[config.mk]
export PLATFORM = sky130hd
export DESIGN_NAME = p1_seq_detector
export DESIGN_NICKNAME = d
export VERILOG_FILES = /design/src/rtl/p1_seq_detector.sv
export SDC_FILE = /design/constraint.sdc
export NUM_CORES = 1
export LEC_CHECK = 0
export ABC_AREA = 1
export BUFFER_PORTS_ARGS = -buffer_cell sky130_fd_sc_hd__buf_2
export CAP_MARGIN = 20
export CORE_AREA = 2 2 39 41
export CTS_BUF_LIST = sky130_fd_sc_hd__clkbuf_4
export DETAILED_ROUTE_END_ITERATION = 8
export DIE_AREA = 0 0 41 43
export PLACE_DENSITY = 0.3
export RECOVER_POWER = 25
export SLEW_MARGIN = 15
export SYNTH_ARGS = -nofsm -noshare
export SYNTH_HDL_FRONTEND = slang
export SYNTH_SLANG_ARGS = --single-unit
[constraint.sdc]
create_clock -name clk -period 3 [get_ports clk]
set_clock_uncertainty 0.2 [all_clocks]
set_input_delay 0.45 -clock clk [delete_from_list [all_inputs] [get_ports clk]]
set_output_delay 0.45 -clock clk [all_outputs]
set_load 0.05 [all_outputs]
[src/rtl/p1_seq_detector.sv]
// Serial Moore detector for the bit pattern 1,0,1,1 (oldest first) on X.
// Y is a registered flag that is high only while the state register holds S4.
//
// state | meaning
// ------+--------------------------------------
// S0    | nothing matched
// S1    | "1" matched
// S2    | "10" matched
// S3    | "101" matched
// S4    | "1011" matched, Y high for this cycle
module p1_seq_detector #(
   parameter bit OVERLAP = 1'b1
) (
   input  logic clk,
   input  logic rst_n,
   input  logic X,
   output logic Y
);

   typedef enum logic [2:0] {
      S0 = 3'd0,
      S1 = 3'd1,
      S2 = 3'd2,
      S3 = 3'd3,
      S4 = 3'd4
   } state_t;

   state_t state;
   logic   y_q;

   // y_q is set exactly on the edges that move the FSM into S4, so it always equals (state == S4)
   always_ff @(posedge clk or negedge rst_n) begin
      if (!rst_n) begin
         state <= S0;
         y_q   <= 1'b0;
      end else begin
         y_q <= 1'b0;
         case (state)
            S0: state <= X ? S1 : S0;
            S1: state <= X ? S1 : S2;
            S2: state <= X ? S3 : S0;
            S3: begin
               if (X) begin
                  state <= S4;
                  y_q   <= 1'b1;
               end else begin
                  state <= S2;
               end
            end
            S4: begin
               if (X)
                  state <= S1;
               else
                  state <= OVERLAP ? S2 : S0;
            end
            default: state <= S0;
         endcase
      end
   end

   assign Y = y_q;

endmodule

== Yosys cells after proc, flatten, opt, wreduce, memory -nomap -nowiden ==
Cells that the tools add are included.

* Eq/ne operators: 4
* Mux-type cells: 7
* Reduce and logical (&&, ||, !) cells: 2

{| class="wikitable"
|+ Operators by type and width
! cell !! number
|-
| one-hot mux 3 bit (4 select lines) || 1
|-
| == test 3 x 2 -> 1 bit (second input constant) || 2
|-
| two-way mux 2 bit || 2
|-
| == test 3 x 1 -> 1 bit (second input constant) || 1
|-
| == test 3 bit (second input constant) || 1
|-
| logical NOT 3 bit || 1
|-
| two-way mux 1 bit || 3
|-
| two-way mux 3 bit || 1
|-
| OR reduction 2 bit || 1
|}

* Register bits after elaboration: 4

== Logic depth before layout (Yosys ltp) ==
* Depth after elaboration: 3
* Mapped depth: 4
* Depth with buffers taken out: 4

== Least setup slack after synthesis ==
OpenSTA, ideal clock, no wires.

* Path kind: reg2out
* Start: reg y_q (netlist: Y)
* End: out Y
* Data arrival time: 0.586 ns
* Required time: 2.350 ns
* Path slack: 1.764 ns
* Cell stages (with the launch flop): 1
* Buffers on the path: 0
* Cell sequence: dfrtp_1

{| class="wikitable"
|+ RTL lines
! element !! RTL line !! text
|-
| start, declared || 29 || <nowiki>logic y_q;</nowiki>
|-
| start signal, assigned || 35 || <nowiki>y_q <= 1'b0;</nowiki>
|-
| start signal, assigned || 37 || <nowiki>y_q <= 1'b0;</nowiki>
|-
| start signal, assigned || 45 || <nowiki>y_q <= 1'b1;</nowiki>
|-
| end, declared || 17 || <nowiki>output logic Y</nowiki>
|}

No word-level cell between the ends.

== Final worst setup path ==
* Start: reg y_q (netlist: Y)
* End: out Y

No word-level cell between the ends.

==> impl_metrics.toml <==
[sta]
max_freq_mhz = 691.4
holdWs_ps = 279.3
hold_viol_final = 0
setup_viol = 0
rsz0062_at_grt = "no"
slew_violations = 0
fin_ws_ps = 1554
min_period_ps = 1446
fin_crit_sh = 0.4821
slew_headroom = 0.8348
setup_tns_ps = 0
worstMarginPinSlew_ps = 249.5

[die]
rows = 14
coreArea_mm2 = 0.001384
die_w_um = 41
start_util = 0.1112
die_area_mm2 = 0.001763
io_pins = 4
die_h_um = 43

[min_path]
hold_class = "in -> reg"

[cts]
cts_setup_buffers = 0
cts_tree = "yes"
h-tree-depth = 1
cts-buffers-inserted = 3
clk_pin_slew_ps = 40
clock-sinks = 4
clk_latency_ps = 240
cts-resized-gates = 0
root_buffer = "clkbuf_4"
cts_buffer_depth = 2

[pwr]
p_sw_mw = 0.03392
ir_worst_vdd_mv = 0.1831
clkPwrFrac = 0.477
seqPwrFrac = 0.430
internal_power_mw = 0.1084
swShare = 0.2382
pwr-share-comb = 0.093
power_mw = 0.1424
p_per_area_mw_per_mm2 = 646.5
cellLeakagePower_nw = 0.1022

[drt]
ant_nets = 0
vias_per_cell = 3.263
wl_per_cell_um = 7.737
vias = 124
wirelength_um = 294
first_pass_iters = 2
remaining_drc_errors = 0
drtIter0Drc = 3

[global_route]
grt-ovfl-total = 0
grt_max_degree = 6
track_usage = 0.05226
grt_pass1_vias = 131
antenna_found_initial = 0
grt_first_pass_wirelength_um = 517

[layout]
final_cell_mix = "4 x dfrtp_1, 4 x nand2_1, 3 x clkbuf_4"
postLayoutCoreUtil = 0.1591
synthToLayoutAreaGrowth_pct = 43.09
num-nets-final = 27
final_cell_area_um2 = 220.2
instances_no_fill = 38
drive_gt1_frac = 0.2273
diodes = 0

[logic_synthesis]
seq_area_frac_synth = 0.6504
synth_area_um2 = 153.9
netlist-cell-type-count = 7
synthesis.nets = 18
yosysWarnings = 0
syn-instance-count = 15
synth_area_leader_cell = "dfrtp_1"
netlist_top_cells_area = "dfrtp_1 65%, nand2_1 9.8%, nor3b_1 9.8%, nor2_1 4.9%, nor2b_1 4.1%"
synth_top_cell_area_share = 0.6504
postSynthAreaPerCell_um2 = 10.26
ys_ff_latch = 4

[placement]
dpl-instance-area_um2 = 188.9
io_buffers = 3
pre_cts_ws_ps = 1802
place.gp.congestion = 0.7914
dp.cells = 34

[setup_path]
required_ps = 2350
start_kind = "flop"
cp-end-kind = "output port"
cpPeakStageDelay_ps = 310
path_cells = "buf_2"
crit_arrival_ps = 800
crit_buf_inv = 1
path_delay_family = "flip-flops"
worst-setup-path-type = "reg -> out"
worst-path-max-fanout = 1
crit_slowest_cell = "dfrtp_1"

[status]
status = "finished clean"

[job]
drv_cap = 0
-- power groups by stage --
stage	clock (mW)	combinational [mW]	sequential, mW
5_1_grt	0.0745	0.0150	0.0620
6_report	0.0679	0.0132	0.0612
2_1_floorplan	0	0.00598	0.0636
3_3_place_gp	0	0.0126	0.0618
3_5_place_dp	0	0.0126	0.0618
4_1_cts	0.0723	0.0137	0.0612
-- area by class of cell --
| cell class | instances | area, µm² |
|---|---|---|
| fillers | 154 | 1164 |
| flip-flops and latches | 4 | 100.1 |
| multi-input cells | 11 | 53.80 |
| repair buffers | 4 | 23.77 |
| clock buffers | 3 | 22.52 |
| well taps | 16 | 20.02 |
-- final timing paths --
kind	to	start	cells after the start	slack (ps)
worst max-delay path	Y	Y	1	1550
worst min-delay path	state[0]	X	3	280
worst max register to register	state[0]	state[1]	2	1980
worst min register to register	Y	state[2]	1	280
max in group asynchronous	state[1]	rst_n	2	2040
min in group asynchronous	Y	rst_n	2	370
-- worst register-to-register path: cells and delay by family (launching register included) --
family | cells | cell delay (ps)
DFF | 1 | 380
AOI/OAI and AO/OA | 1 | 220
and+or+nand+nor | 1 | 160
-- timing repair --
| action | CTS | global route |
|---|---|---|
| endpoints found under the hold margin | 4 | 0 |
| setup endpoints to repair | 0 | 0 |
| hold buffers | 1 | 0 |
-- sequential cells by signal, summed over array words and instances (netlist names) --
signal  cells
state       3
Y           1
-- synth_stat cells --
library cell / count
dfrtp_1: 4
nand2_1: 4
nor2_1: 2
nor3b_1: 2
nand3_1: 1
nor2b_1: 1
o21ai_0: 1
-- kinds of logic (layout without fill, tap and decap cells) --
logic type / after synthesis / in the layout / share of synthesized area
AO/OA/AOI/OAI: 1 / 1 / 0.03249
buffers and inverters: 0 / 7 / 0
flip-flops: 4 / 4 / 0.6504
AND/OR/NAND/NOR: 10 / 10 / 0.3170
-- per-layer routing --
layer	up-vias	GRT usage	wire, µm
met5	-	0	0
met4	0	0.04000	0
met3	0	0.07853	49
met2	6	0.05000	108
met1	54	0.04839	136
li1	64	-	-
(Power assumes the default switching activity.)
